File: src/rtl/reaction_game_ctrl.sv
// Reaction-time game controller: sequences LED cues, external delay and
// reaction counters, and keeps per-game total, last and best scores.
module reaction_game_ctrl #(
  parameter int WIDTH   = 13,
  parameter int ROUNDS  = 3,
  parameter int TIMEOUT = 5000,
  parameter int PENALTY = 1000
) (
  input  logic             Clock,
  input  logic             CLRN,
  input  logic             buttonStart,
  input  logic             buttonHit,
  input  logic             buttonReset,
  input  logic             delayCounterDone,
  input  logic [WIDTH-1:0] scoreCounter,
  output logic             ledRed,
  output logic             ledGreen,
  output logic             delayCounterEnable,
  output logic             delayCounterClear,
  output logic             scoreCounterEnable,
  output logic             scoreCounterClear,
  output logic [WIDTH-1:0] displayScore,
  output logic [WIDTH-1:0] bestScore,
  output logic [3:0]       roundCount,
  output logic             falseStart,
  output logic             gameDone
);

  localparam logic [2:0] S_IDLE  = 3'd0;
  localparam logic [2:0] S_ARM   = 3'd1;
  localparam logic [2:0] S_WAIT  = 3'd2;
  localparam logic [2:0] S_GO    = 3'd3;
  localparam logic [2:0] S_FALSE = 3'd4;
  localparam logic [2:0] S_CAP   = 3'd5;
  localparam logic [2:0] S_DONE  = 3'd6;

  // Constants are clipped to the representable range so a large
  // TIMEOUT/PENALTY on a narrow build still behaves sensibly.
  localparam int MAXI  = (1 << WIDTH) - 1;
  localparam int TO_I  = (TIMEOUT > MAXI) ? MAXI : TIMEOUT;
  localparam int PEN_I = (PENALTY > MAXI) ? MAXI : PENALTY;

  localparam logic [WIDTH-1:0] TO_C  = TO_I[WIDTH-1:0];
  localparam logic [WIDTH-1:0] PEN_C = PEN_I[WIDTH-1:0];
  localparam logic [WIDTH-1:0] ONES  = {WIDTH{1'b1}};
  localparam logic [3:0]       RND_C = ROUNDS[3:0];

  logic [2:0]       state_q, state_d;
  logic [WIDTH-1:0] last_q, last_d;
  logic [WIDTH-1:0] total_q, total_d;
  logic [WIDTH-1:0] best_q, best_d;
  logic [WIDTH-1:0] sample_q, sample_d;
  logic [3:0]       round_q, round_d;
  logic             blk_q, blk_d;
  logic             fs_q;

  logic [WIDTH:0]   sum;
  logic [3:0]       round_inc;
  logic             sc_ge_to;
  logic             smp_lt_best;
  logic             hit_ok;

  // Datapath arithmetic is one bit wider so overflow is visible.
  assign sum         = {1'b0, total_q} + {1'b0, sample_q};
  assign sc_ge_to    = {1'b0, scoreCounter} >= {1'b0, TO_C};
  assign smp_lt_best = {1'b0, sample_q} < {1'b0, best_q};
  assign round_inc   = round_q + 4'd1;

  // A hit held over from the previous round is masked until released.
  assign hit_ok = buttonHit & ~blk_q;

  // Next-state and score bookkeeping; soft reset overrides everything.
  always_comb begin
    state_d  = state_q;
    last_d   = last_q;
    total_d  = total_q;
    best_d   = best_q;
    sample_d = sample_q;
    round_d  = round_q;
    unique case (state_q)
      S_IDLE, S_DONE: begin
        if (buttonStart) begin
          state_d = S_ARM;
          round_d = 4'd0;
          total_d = '0;
          last_d  = '0;
        end
      end
      S_ARM: begin
        state_d = S_WAIT;
      end
      S_WAIT: begin
        if (hit_ok) begin
          state_d = S_FALSE;
        end else if (delayCounterDone) begin
          state_d = S_GO;
        end
      end
      S_GO: begin
        if (hit_ok) begin
          state_d  = S_CAP;
          sample_d = sc_ge_to ? TO_C : scoreCounter;
        end else if (sc_ge_to) begin
          state_d  = S_CAP;
          sample_d = TO_C;
        end
      end
      S_FALSE: begin
        if (!buttonHit) begin
          state_d  = S_CAP;
          sample_d = PEN_C;
        end
      end
      S_CAP: begin
        last_d  = sample_q;
        total_d = sum[WIDTH] ? ONES : sum[WIDTH-1:0];
        best_d  = smp_lt_best ? sample_q : best_q;
        round_d = round_inc;
        state_d = (round_inc == RND_C) ? S_DONE : S_ARM;
      end
      default: begin
        state_d = S_IDLE;
      end
    endcase
    if (buttonReset) begin
      state_d = S_IDLE;
      last_d  = '0;
      total_d = '0;
      round_d = 4'd0;
      best_d  = best_q;
    end
  end

  // Hit mask: set on capture, cleared once the button is seen low.
  always_comb begin
    blk_d = blk_q;
    if (state_q == S_CAP) begin
      blk_d = 1'b1;
    end else if (!buttonHit) begin
      blk_d = 1'b0;
    end
  end

  // State and score registers.
  always_ff @(posedge Clock or negedge CLRN) begin
    if (!CLRN) begin
      state_q  <= S_IDLE;
      last_q   <= '0;
      total_q  <= '0;
      best_q   <= ONES;
      sample_q <= '0;
      round_q  <= 4'd0;
      blk_q    <= 1'b0;
      fs_q     <= 1'b0;
    end else begin
      state_q  <= state_d;
      last_q   <= last_d;
      total_q  <= total_d;
      best_q   <= best_d;
      sample_q <= sample_d;
      round_q  <= round_d;
      blk_q    <= blk_d;
      fs_q     <= (state_q == S_FALSE);
    end
  end

  // Cue and counter-control decode from the current state.
  always_comb begin
    ledRed             = 1'b0;
    ledGreen           = 1'b0;
    delayCounterEnable = 1'b0;
    delayCounterClear  = 1'b0;
    scoreCounterEnable = 1'b0;
    scoreCounterClear  = 1'b0;
    gameDone           = 1'b0;
    unique case (state_q)
      S_IDLE, S_ARM: begin
        delayCounterClear = 1'b1;
        scoreCounterClear = 1'b1;
      end
      S_WAIT: begin
        ledRed             = 1'b1;
        delayCounterEnable = 1'b1;
      end
      S_GO: begin
        ledGreen           = 1'b1;
        scoreCounterEnable = 1'b1;
      end
      S_FALSE: begin
        ledRed   = 1'b1;
        ledGreen = 1'b1;
      end
      S_DONE: begin
        gameDone = 1'b1;
      end
      default: begin
        gameDone = 1'b0;
      end
    endcase
  end

  // falseStart only on the first FALSE cycle; fs_q remembers the last one.
  assign falseStart   = (state_q == S_FALSE) & ~fs_q;
  assign displayScore = (state_q == S_DONE) ? total_q : last_q;
  assign bestScore    = best_q;
  assign roundCount   = round_q;

endmodule

File: config.mk
export PLATFORM = sky130hd
export DESIGN_NAME = reaction_game_ctrl
export DESIGN_NICKNAME = d
export VERILOG_FILES = /design/src/rtl/reaction_game_ctrl.sv
export SDC_FILE = /design/constraint.sdc
export NUM_CORES = 1
export LEC_CHECK = 0
export ABC_AREA = 1
export CAP_MARGIN = 20
export CORE_MARGIN = 2
export CORE_UTILIZATION = 55
export CTS_CLUSTER_DIAMETER = 150
export DETAILED_ROUTE_END_ITERATION = 7
export PLACE_DENSITY = 0.86
export SYNTH_ARGS = -nofsm -noshare
export SYNTH_HDL_FRONTEND = slang
export SYNTH_SLANG_ARGS = --single-unit
File: constraint.sdc
create_clock -name Clock -period 1.9 [get_ports Clock]
set_input_delay 0.38 -clock Clock [delete_from_list [all_inputs] [get_ports Clock]]
set_output_delay 0.38 -clock Clock [all_outputs]
set_load 0.01 [all_outputs]
Yosys cells after proc, flatten, opt, wreduce, memory -nomap -nowiden
Index checks and enable logic that the tools add are counted.

Input port bits: 19. Output and inout bits: 38. Bits in registers: 61. Word-level logic and storage cells: 74.

Bitwise logic cells: 5. Reduce and logical (&&, ||, !) cells: 11. $lt $le $gt $ge: 2. Equal/unequal tests: 14. Muxes and demuxes: 32. Add/subtract/negate cells: 2.

Operators by type and width (count): $mux W13 (9); $pmux W13 S2 (3); $mux W3 (8); $pmux W3 S6 (1); $add A13 B13 Y14 (1); $ge A13 B13 Y1 const B (1); $lt A13 B13 Y1 (1); $eq A3 B3 Y1 const B (3); $ne A3 B3 Y1 const B (3); $mux W1 (8); $mux W4 (2); $ne A4 B4 Y1 const B (2); $pmux W4 S2 (1); $reduce_or A2 Y1 (4); $eq A3 B2 Y1 const B (2); $reduce_and A3 Y1 (2); $add A4 B1 Y4 const B (1); $eq A4 B2 Y1 const B (1); $reduce_and A4 Y1 (1); $eq A3 B1 Y1 const B (1); $logic_not A3 Y1 (1); $not A1 Y1 (3); $reduce_bool A3 Y1 (1); $and A1 B1 Y1 (2); 4 further kinds (4).

Depth between registers and ports, before layout
Word-level depth: 5. Gate-level depth with buffers: 13.

Worst setup path after synthesis
OpenSTA, ideal clock, no wires.

Path kind: reg-to-reg. Start point: reg best_q[8] (netlist: bestScore[8]). End point: reg best_q[6] (netlist: bestScore[6]). Data required time: 1.822 ns. Path slack: 0.105 ns. Path buffers: 1. Data arrival time: 1.718 ns. Library setup time: 0.078 ns. Cell stages (with the launch flop): 10. Clock period less this slack: 1.795 ns. Cells stage by stage: dfstp_2 inv_1 ha_1 a21oi_1 o21ai_0 a21oi_1 nand3_4 buf_6 nand2_1 o21ai_2.

Word-level cells in the longest chain between the ends: 2.

RTL lines: start, declared (line 51) `logic [WIDTH-1:0] best_q, best_d;`; start signal, assigned (line 159) `best_q <= best_d;`; $lt A13 B13 Y1 (line 66) `assign smp_lt_best = {1'b0, sample_q} < {1'b0, best_q};`; $reduce_and A3 Y1 (no line).

No other way between the ends. A chain may end at the register's enable or synchronous reset.

Worst setup path in the final report
Start point: reg best_q[7] (netlist: bestScore[7]). End point: reg best_q[11] (netlist: bestScore[11]).

The elaborated chain is that of the path after synthesis.

==> results.tsv <==
stage	metric	value	unit
cells_and_area	final core occ	0.7791	
critical_path	Req. time, crit path	2.19	ns
critical_path	Crit Path Max Fanout	6	
logic_synthesis	post-synth cell types	33	
floorplan	Core Rows	31	
placement	# port buffers	56	
sta	Fmax achieved	500.9	MHz
routing	First DRT Iteration DRCs	563	
hold_path	worst min path class	input pin to asynchronous set/reset pin	
cells_and_area	ratio of cells with drive above 1 in the final layout	0.2922	
power_and_ir_drop	peak supply drop	0.8347	mV
routing	vias per inst	5.905	
logic_synthesis	synthesized area per cell	7.285	sq um
clock_tree	CTS Buf Count	9	
critical_path	Setup CP Type	flop to flop	
routing	average wire per standard cell	18.53	um
routing	TritonRoute pass-1 iters	5	
clock_tree	Clock Sinks	61	
clock_tree	H-tree depth	3	
cells_and_area	Layout area overhead	39.02	%
sta	minimum clock period	1.996	ns
cells_and_area	nets	699	
critical_path	crit path DAT	2.28	ns
sta	Max Slew Vio Count	0	
placement	Final Wtd Congestion	0.9439	
routing	remaining antenna violation count	0	
sta	Worst Skew	0.01617	ns
power_and_ir_drop	P_leak	2.723	nW
floorplan	DIE AREA	8011	sq um
logic_synthesis	Seq/Total Area, Yosys	0.3836	
logic_synthesis	register bit total from synthesis	61	
placement	Final HPWL DP	7938	um
cells_and_area	Design Area, Final	5590	sq um
logic_synthesis	Yosys warnings	0	
routing	WL final	14010	um
logic_synthesis	synthesized area	4021	sq um
clock_tree	clk slew on worst S/H paths	0.08	ns
logic_synthesis	largest area contributor in the netlist	dfrtp_1	
clock_tree	root cell of the clock tree	clkbuf_8	
floorplan	Core Box Area	7176	sq um
flow_run	MaxCap Viol Count	0	
cells_and_area	Post-Layout Cell Count	756	
logic_synthesis	synthesized net count	599	
floorplan	Die X	89.51	um
sta	final setup vio count	17	
sta	Max-slew headroom	0.7321	
grt	Total GRT Usage	0.2925	
clock_tree	CTS tree	yes	
clock_tree	Clock Latency Late Sink	0.36	ns
floorplan	# IOs	57	
logic_synthesis	Cells after Synth	552	
grt	initial antenna violation count	0	
outcome	status	finished with violations	
placement	area of placed instances	4871	sq um
floorplan	initial core utilization	0.5604	
cells_and_area	Antenna Cells	0	
sta	final setup margin	-0.09644	ns
sta	RSZ-0062 raised after global routing	true	
critical_path	crit path launch type	flop	
clock_tree	Clock Tree Buf Depth	2	
grt	first-pass GRT wire length	17860	um
placement	DP Cell Count	726	
sta	Slew @ Worst Pin	0.4004	ns
grt	vias in the first global route	4067	
sta	final period utilization	1.051	
sta	Hold Fails Final Rpt	0	
power_and_ir_drop	total power density per cell area	1287	nW/um^2
routing	total number of vias	4464	
power_and_ir_drop	total power	7.192	mW
floorplan	height of the chip	89.51	um
critical_path	reg2reg setup slack	-0.1	ns
grt	largest net degree at the start of global routing	48	
outcome	failing checks	negative setup slack	
routing	DR DRC count	0	
critical_path	CP endpoint kind	flop	
grt	overflow left after global routing	0	
logic_synthesis	share of the synthesized area in the top cell type	0.2987	
logic_synthesis	top cells by area, synth	dfrtp_1 30%, nand2_1 17%, dfstp_2 8.5%	
[cells by family (layout without fill, tap and decap cells)]
family,Yosys count,count (layout),share of synthesized area
AND/OR/NAND/NOR,263,263,0.2744
buffers and inverters,106,211,0.1111
AO/OA/AOI/OAI,88,88,0.1288
flip-flops,61,61,0.3836
adder cells (fa/ha/maj),28,28,0.08898
XOR/XNOR,6,6,0.01307
[Yosys cell counts]
library cell,number
nand2_2,3
nor2_8,1
clkbuf_1,2
fa_1,1
o21ai_2,15
nand4_1,6
dfstp_2,13
o21ai_1,4
nand2_1,183
nand3b_1,1
buf_4,3
buf_2,4
inv_4,1
o21bai_1,1
buf_6,4
a22o_1,1
xor2_1,2
xnor2_1,4
nand3_2,1
o21ai_0,44
a22oi_1,2
nor2_1,33
clkinv_1,1
o22ai_1,8
nor3_1,5
nand3_1,28
ha_1,27
nand3_4,1
a21oi_1,13
nor3_4,1
dfrtp_1,48
inv_2,4
inv_1,87
[sequential cells by signal (all words and copies together), names as in the netlist]
name,flops
bestScore,13
blk_q,1
fs_q,1
last_q,13
roundCount,4
sample_q,13
state_q,3
total_q,13
[cell usage in the layout (no fill, tap or decap), types with 3 or more instances in the layout]
cell	n
dfstp_2	13
inv_1	79
nand3_2	5
nor2_2	5
nand4_1	6
ha_2	3
clkbuf_2	4
clkinv_2	3
nor2_1	28
o22ai_1	8
nand2_2	14
a21oi_1	8
a21oi_2	4
dfrtp_1	41
nand3_1	22
buf_4	34
dfrtp_2	7
nand2_1	170
ha_4	17
buf_6	6
nor3_1	4
ha_1	7
buf_12	3
buf_2	12
clkbuf_8	10
o21ai_1	10
xnor2_1	4
o21ai_2	20
inv_2	11
o21ai_0	33
clkdlybuf4s50_1	32
nand3_4	3
[timing repair]
action | CTS | global route
cloned | 0 | 2
hold buffers | 1 | 0
hold endpoints to repair | 10 | 0
pin swaps | 2 | 19
buffers inserted | 3 | 8
resized for setup | 74 | 99
setup endpoints to repair | 35 | 48
[critical path, stage by stage, from the launching register on]
cell and delay, ns:
dfstp_2 0.57, inv_1 0.06, ha_1 0.31, nand4_1 0.14, nor3_1 0.27, nand2_2 0.12, nand3_4 0.15, clkbuf_16 0.18
nand2_1 0.07, o21ai_2 0.06
[area by class of cell]
cell class | count | area, sq um
inverter | 93 | 355.3
multi-input combinational | 385 | 2405
tap | 99 | 123.9
fill | 396 | 1585
clock inverter | 6 | 86.33
clock buffer | 10 | 137.6
timing repair buffer | 102 | 930.9
sequential | 61 | 1551
[metrics by stage]
step / worst slack, ns / setup TNS, ns / hold WS (ns)
CTS: -0.03818 / -0.05966 / 0.4808
global route: -0.1713 / -2.055 / 0.5194
finish: -0.09644 / -1.033 / 0.4699
global placement: -0.1350 / -0.4480 / 0.3027
detailed placement: -0.1647 / -1.474 / 0.3090
floorplan: 0.1048 / 0 / 0.08441
[per-layer routing]
metal	vias to the layer above	wire [um]	GRT usage	share of wire
met5	-	0	0	0
met3	87	1263	0.06279	0.090
met1	2107	5184	0.3611	0.37
li1	1953	-	-	-
met2	317	6746	0.4889	0.48
met4	0	812	0.1370	0.058
[power breakdown]
part | internal (mW) | switching (mW)
Combinational | 1.62 | 2.22
Clock | 0.772 | 0.593
Sequential | 1.61 | 0.374
[final timing paths]
path	start	cells after the start	end
worst max-delay path	bestScore[7]	9	bestScore[11]
worst min-delay path	CLRN	2	total_q[12]
worst max register to register	bestScore[7]	9	bestScore[11]
worst min register to register	last_q[6]	2	last_q[6]
max in group asynchronous	CLRN	3	bestScore[4]
min in group Clock	last_q[6]	2	last_q[6]
No activity file was read; power rests on OpenSTA's default activity.
